[src/rtl/xprog_loader_pkg.sv]
// Shared widths, FSM state encoding and helpers for the program-RAM DMA loader.
package xprog_loader_pkg;

  localparam int PROG_ADDR_W = 10;
  localparam int PROG_DATA_W = 32;

  typedef enum logic [2:0] {
    ST_IDLE = 3'd0,
    ST_LOAD = 3'd1,
    ST_RD   = 3'd2,
    ST_CAP  = 3'd3,
    ST_OUT  = 3'd4,
    ST_FIN  = 3'd5
  } xprog_state_e;

  function automatic logic is_busy_state(input xprog_state_e s);
    return (s == ST_LOAD) || (s == ST_RD) || (s == ST_CAP) || (s == ST_OUT);
  endfunction

endpackage

[src/rtl/xprog_loader_if.sv]
// Command, stream and RAM DMA-port signals of the program loader.
// master = loader side, slave = host link / RAM / controller side.
interface xprog_loader_if
  import xprog_loader_pkg::*;
#(
  parameter int ADDR_W = PROG_ADDR_W,
  parameter int DATA_W = PROG_DATA_W
) ();

  logic              start;
  logic              dir;
  logic [ADDR_W-1:0] base_addr;
  logic [ADDR_W:0]   len;
  logic              busy;
  logic              done;

  logic              in_valid;
  logic [DATA_W-1:0] in_data;
  logic              in_ready;

  logic              out_valid;
  logic [DATA_W-1:0] out_data;
  logic              out_ready;

  logic              cpu_sel;
  logic              dma_sel;
  logic              dma_we;
  logic [ADDR_W-1:0] dma_addr;
  logic [DATA_W-1:0] dma_data_in;
  logic [DATA_W-1:0] dma_data_out;

  modport master (
    input  start, dir, base_addr, len, in_valid, in_data, out_ready, cpu_sel, dma_data_out,
    output busy, done, in_ready, out_valid, out_data, dma_sel, dma_we, dma_addr, dma_data_in
  );

  modport slave (
    output start, dir, base_addr, len, in_valid, in_data, out_ready, cpu_sel, dma_data_out,
    input  busy, done, in_ready, out_valid, out_data, dma_sel, dma_we, dma_addr, dma_data_in
  );

endinterface

[src/rtl/xprog_loader.sv]
// DMA-side master for the program RAM: LOAD copies a valid/ready stream into RAM,
// DUMP reads a RAM range back out as a valid/ready stream.
//
// state | meaning
// IDLE  | waiting for start
// LOAD  | writing stream words into RAM, one per accepted beat
// RD    | read request on the DMA port, retried while the controller owns it
// CAP   | RAM read data available, captured into the output register
// OUT   | output word presented, waiting for out_ready
// FIN   | one-cycle done pulse
module xprog_loader
  import xprog_loader_pkg::*;
#(
  parameter int ADDR_W = PROG_ADDR_W,
  parameter int DATA_W = PROG_DATA_W
) (
  input logic            clk,
  input logic            rst,
  xprog_loader_if.master bus
);

  localparam logic [ADDR_W:0] CNT_ONE = (ADDR_W+1)'(1);

  xprog_state_e      state_q, state_d;
  logic [ADDR_W-1:0] addr_q, addr_d;
  logic [ADDR_W:0]   cnt_q, cnt_d;
  logic [DATA_W-1:0] out_data_q, out_data_d;
  logic              out_valid_q, out_valid_d;

  logic              busy, done, in_ready;
  logic              dma_sel, dma_we;
  logic [ADDR_W-1:0] dma_addr;
  logic [DATA_W-1:0] dma_data_in;
  logic              last_word;

  assign last_word = (cnt_q == CNT_ONE);

  always_ff @(posedge clk or posedge rst) begin
    if (rst) begin
      state_q     <= ST_IDLE;
      addr_q      <= '0;
      cnt_q       <= '0;
      out_data_q  <= '0;
      out_valid_q <= 1'b0;
    end else begin
      state_q     <= state_d;
      addr_q      <= addr_d;
      cnt_q       <= cnt_d;
      out_data_q  <= out_data_d;
      out_valid_q <= out_valid_d;
    end
  end

  always_comb begin
    state_d     = state_q;
    addr_d      = addr_q;
    cnt_d       = cnt_q;
    out_data_d  = out_data_q;
    out_valid_d = out_valid_q;
    busy        = is_busy_state(state_q);
    done        = 1'b0;
    in_ready    = 1'b0;
    dma_sel     = 1'b0;
    dma_we      = 1'b0;
    dma_addr    = '0;
    dma_data_in = '0;

    case (state_q)
      ST_IDLE: begin
        if (bus.start) begin
          addr_d = bus.base_addr;
          cnt_d  = bus.len;
          if (bus.len == '0)  state_d = ST_FIN;
          else if (bus.dir)   state_d = ST_RD;
          else                state_d = ST_LOAD;
        end
      end

      // The controller owns the shared port whenever cpu_sel is high.
      ST_LOAD: begin
        in_ready = !bus.cpu_sel;
        if (bus.in_valid && !bus.cpu_sel) begin
          dma_sel     = 1'b1;
          dma_we      = 1'b1;
          dma_addr    = addr_q;
          dma_data_in = bus.in_data;
          addr_d      = addr_q + 1'b1;
          cnt_d       = cnt_q - 1'b1;
          if (last_word) state_d = ST_FIN;
        end
      end

      ST_RD: begin
        dma_sel  = 1'b1;
        dma_addr = addr_q;
        if (!bus.cpu_sel) state_d = ST_CAP;
      end

      ST_CAP: begin
        out_data_d  = bus.dma_data_out;
        out_valid_d = 1'b1;
        state_d     = ST_OUT;
      end

      ST_OUT: begin
        if (bus.out_ready) begin
          out_valid_d = 1'b0;
          addr_d      = addr_q + 1'b1;
          cnt_d       = cnt_q - 1'b1;
          state_d     = last_word ? ST_FIN : ST_RD;
        end
      end

      ST_FIN: begin
        done    = 1'b1;
        state_d = ST_IDLE;
      end

      default: state_d = ST_IDLE;
    endcase
  end

  assign bus.busy        = busy;
  assign bus.done        = done;
  assign bus.in_ready    = in_ready;
  assign bus.out_valid   = out_valid_q;
  assign bus.out_data    = out_data_q;
  assign bus.dma_sel     = dma_sel;
  assign bus.dma_we      = dma_we;
  assign bus.dma_addr    = dma_addr;
  assign bus.dma_data_in = dma_data_in;

endmodule

[src/flat_wrapper.sv]
// flat-port wrapper written by rule: the top's interface ports become plain ports
module xprog_loader_flat import xprog_loader_pkg::*;
#(
  parameter int ADDR_W = PROG_ADDR_W,
  parameter int DATA_W = PROG_DATA_W
)
  (clk, rst, bus_start, bus_dir, bus_base_addr, bus_len, bus_in_valid, bus_in_data, bus_out_ready, bus_cpu_sel, bus_dma_data_out, bus_busy, bus_done, bus_in_ready, bus_out_valid, bus_out_data, bus_dma_sel, bus_dma_we, bus_dma_addr, bus_dma_data_in);
  xprog_loader_if #(.ADDR_W(ADDR_W), .DATA_W(DATA_W)) bus_i ();
  input logic clk;
  input logic rst;
  input wire logic [$bits(bus_i.start)-1:0] bus_start;
  input wire logic [$bits(bus_i.dir)-1:0] bus_dir;
  input wire logic [$bits(bus_i.base_addr)-1:0] bus_base_addr;
  input wire logic [$bits(bus_i.len)-1:0] bus_len;
  input wire logic [$bits(bus_i.in_valid)-1:0] bus_in_valid;
  input wire logic [$bits(bus_i.in_data)-1:0] bus_in_data;
  input wire logic [$bits(bus_i.out_ready)-1:0] bus_out_ready;
  input wire logic [$bits(bus_i.cpu_sel)-1:0] bus_cpu_sel;
  input wire logic [$bits(bus_i.dma_data_out)-1:0] bus_dma_data_out;
  output wire logic [$bits(bus_i.busy)-1:0] bus_busy;
  output wire logic [$bits(bus_i.done)-1:0] bus_done;
  output wire logic [$bits(bus_i.in_ready)-1:0] bus_in_ready;
  output wire logic [$bits(bus_i.out_valid)-1:0] bus_out_valid;
  output wire logic [$bits(bus_i.out_data)-1:0] bus_out_data;
  output wire logic [$bits(bus_i.dma_sel)-1:0] bus_dma_sel;
  output wire logic [$bits(bus_i.dma_we)-1:0] bus_dma_we;
  output wire logic [$bits(bus_i.dma_addr)-1:0] bus_dma_addr;
  output wire logic [$bits(bus_i.dma_data_in)-1:0] bus_dma_data_in;
  assign bus_i.start = bus_start;
  assign bus_i.dir = bus_dir;
  assign bus_i.base_addr = bus_base_addr;
  assign bus_i.len = bus_len;
  assign bus_i.in_valid = bus_in_valid;
  assign bus_i.in_data = bus_in_data;
  assign bus_i.out_ready = bus_out_ready;
  assign bus_i.cpu_sel = bus_cpu_sel;
  assign bus_i.dma_data_out = bus_dma_data_out;
  assign bus_busy = bus_i.busy;
  assign bus_done = bus_i.done;
  assign bus_in_ready = bus_i.in_ready;
  assign bus_out_valid = bus_i.out_valid;
  assign bus_out_data = bus_i.out_data;
  assign bus_dma_sel = bus_i.dma_sel;
  assign bus_dma_we = bus_i.dma_we;
  assign bus_dma_addr = bus_i.dma_addr;
  assign bus_dma_data_in = bus_i.dma_data_in;
  xprog_loader #(.ADDR_W(ADDR_W), .DATA_W(DATA_W)) u_core (.clk(clk), .rst(rst), .bus(bus_i));
endmodule
[config.mk]
export PLATFORM = sky130hd
export DESIGN_NAME = xprog_loader_flat
export DESIGN_NICKNAME = d
export VERILOG_FILES = /design/src/rtl/xprog_loader_pkg.sv /design/src/rtl/xprog_loader_if.sv /design/src/rtl/xprog_loader.sv /design/src/flat_wrapper.sv
export SDC_FILE = /design/constraint.sdc
export NUM_CORES = 1
export LEC_CHECK = 0
export ABC_AREA = 0
export BUFFER_PORTS_ARGS = -buffer_cell sky130_fd_sc_hd__buf_2
export CAP_MARGIN = 20
export CORE_MARGIN = 2
export CORE_UTILIZATION = 35
export CTS_CLUSTER_SIZE = 12
export DETAILED_ROUTE_END_ITERATION = 16
export MAX_ROUTING_LAYER = met4
export SYNTH_ARGS = -nofsm -noshare
export SYNTH_HDL_FRONTEND = slang
export SYNTH_SLANG_ARGS = --single-unit
[constraint.sdc]
create_clock -name clk -period 4.5 [get_ports clk]
set_clock_uncertainty 0.15 [all_clocks]
set_input_delay 0.225 -clock clk [delete_from_list [all_inputs] [get_ports clk]]
set_output_delay 0.225 -clock clk [all_outputs]
set_load 0.1 [all_outputs]
==> results.txt <==
status: finished, final reports clean
Clk Latency, worst-skew pair: 0.33 ns
ys flop type: dfrtp_1
Hold Violations, Final: 0
global-route wire length before repair: 14,410 µm
setup bufs post-CTS: 0
Area Overhead vs Synth: 44.42%
Die Y: 102.9 µm
Final ANT Viol Nets: 0
Crit-path slowest cell: dfrtp_1
f_max: 359.8 MHz
number of global-route vias before repair: 2,899
Mapped Area: 3422 µm²
GPL Wtd Cong: 0.8134
Final HPWL DP: 6792 µm
GRT overflow: 0
Post-Route Utilization: 51.27%
Final Cycle Share: 61.77%
Residual DRC: 0
antenna cells: 0
row cnt: 36
Post-Layout Inst Area: 4942 µm²
largest net degree at the start of global routing: 58
width of the die: 102.9 µm
share of cells above drive strength 1: 44.74%
initial core utilization: 35.50%
Core ar.: 9639 µm²
type of the worst setup path: reg2out
PostCTS Resize Cnt: 0
Critical Path AT: 2.40 ns
CP cell instances: nand2b_1, nor3b_2, buf_6, and2_1, buf_2
Yosys warnings: 0
WL per Instance: 14.81 µm
Startpoint Class: register
Slew @ Worst Pin: 1.062 ns
CP Data Required Time: 4.12 ns
register area share after synthesis: 41.68%
via count: 3,257
Hold WC Path Type: in2reg
antenna violations before repair: 0
H-Tree Level Count: 3
# hold bufs at CTS: 35
crit path buf inv count: 2
first-iteration detailed-routing DRC count: 169
crit path time final: 2.779 ns
max-slew violation count: 0
cell taking the most area after synthesis: dfrtp_1
final setup violation count: 0
setup TNS: 0 ns
clock sink total: 57
CP delay by family, top: simple AND/OR/NAND/NOR gates
async set or reset register ratio after synthesis: 100.0%
Cell Count, Final, Fillers Out: 665
Port Buf Inserts: 171
Max-Cap Viols: 0
#FFs+latches synth: 57
# IOs: 172
Post-synth EDFFs: 0
Crit. End Element: output port
Post-Synthesis Cells: 332
placed cells: 612
worst rel slew slack: 28.92%
Synth Area per Inst: 10.31 µm²
Fillers: 896
Synth top area share: 41.68%
Synth top cells by count: dfrtp_1 (57), and2_1 (43), mux2_2 (33)
CTS tree: done
count leader, synth: dfrtp_1
DP Area: 4325 µm²
Routed WL: 9846 µm
Synth cell types: 57
CP max FO: 25
# nets final: 622
CTS root buffer: clkbuf_8
router iterations before antenna repair: 4
RSZ-0062 raised after global routing: no
Syn Nets: 427
Max Buffers Root-to-Sink: 2
drt via density: 4.898
Reg clk slew, reported paths: 0.06 ns
max incr delay on CP: 0.57 ns
GR Util All Layers: 17.97%
top cells by area, synth: dfrtp_1 (42%), mux2_2 (11%), and2_1 (7.9%), mux2i_1 (2.6%), o21ai_0 (2.3%)
CTS Buf Count: 9
die footprint: 10,580 µm²
-- stage by stage --
stage | worst slack [ns] | hold slack, ns
detailed placement | 1.610 | 0.3122
global placement | 1.704 | 0.3077
global route | 1.541 | 0.04389
CTS | 1.244 | 0.01385
floorplan | 1.051 | 0.1687
finish | 1.721 | 0.02101
-- area by class of cell --
type	instances	area [µm²]	share of cell area (%)
Clock buffer	11	141.4	2.861
Clock inverter	5	102.6	2.076
Inverter	5	18.77	0.3797
Multi-Input combinational cell	242	1828	36.99
Sequential cell	57	1426	28.86
Tap cell	133	166.4	3.367
Timing Repair Buffer	212	1259	25.47
-- cells by family (layout without fill, tap and decap cells) --
| family | after synthesis | count (layout) | synth area share, % |
|---|---|---|---|
| AO/OA/AOI/OAI | 75 | 75 | 16.24 |
| flip-flops | 57 | 57 | 41.68 |
| buffers and inverters | 33 | 233 | 4.899 |
| XOR/XNOR | 3 | 3 | 0.9874 |
| adder cells (fa/ha/maj) | 3 | 3 | 1.097 |
| AND/OR/NAND/NOR | 118 | 118 | 21.17 |
| multiplexers | 43 | 43 | 13.93 |
-- sequential cells by signal, summed over array words and instances (netlist names) --
| register | flops |
|---|---|
| u_core.state_q | 3 |
| u_core.cnt_q | 11 |
| u_core.bus.out_data | 32 |
| u_core.bus.out_valid | 1 |
| u_core.addr_q | 10 |
-- worst reg2reg max path, cell delays in order, from the launching register on --
cell and delay (ns):
dfrtp_1 0.68, mux2_4 0.27, a22oi_4 0.17, nor2_1 0.89
mux2_2 0.42
-- routing by layer --
layer / global-route usage [%] / part of all wire, % / vias up
met1: 24.05 / 46 / 1546
met3: 3.390 / 6.6 / 8
met2: 27.87 / 46 / 103
li1: - / - / 1600
met5: - / 0 / -
met4: 5.162 / 0.83 / 0
-- final timing paths --
| kind | start | endpoint | slack (ns) | cells past startpoint |
|---|---|---|---|---|
| min in group asynchronous | rst | u_core.bus.out_data[7] | 0.49 | 4 |
| max reg2reg | u_core.state_q[2] | u_core.cnt_q[1] | 1.81 | 4 |
| max in group asynchronous | rst | u_core.cnt_q[3] | 3.22 | 4 |
| max | u_core.state_q[2] | bus_dma_data_in[27] | 1.72 | 5 |
| min reg2reg | u_core.bus.out_data[9] | u_core.bus.out_data[9] | 0.35 | 1 |
| min | bus_len[0] | u_core.cnt_q[0] | 0.02 | 3 |
-- placed cells by master, fill, tap and decap left out, types with 4 or more instances in the layout --
cell type / count
buf_4: 4
nand3_1: 11
o21ai_0: 16
clkbuf_8: 10
dlygate4sd3_1: 35
and2_1: 43
nand2_1: 13
inv_1: 4
a2bb2oi_1: 9
nor3_1: 7
o31ai_1: 7
buf_2: 171
nand4_1: 4
dfrtp_1: 57
a211oi_1: 10
nor2_1: 9
mux2i_1: 9
mux2_2: 33
a21oi_1: 7
Power is not shown: default switching activity piles up to over one toggle a cycle in this logic, so the estimate is an artifact.
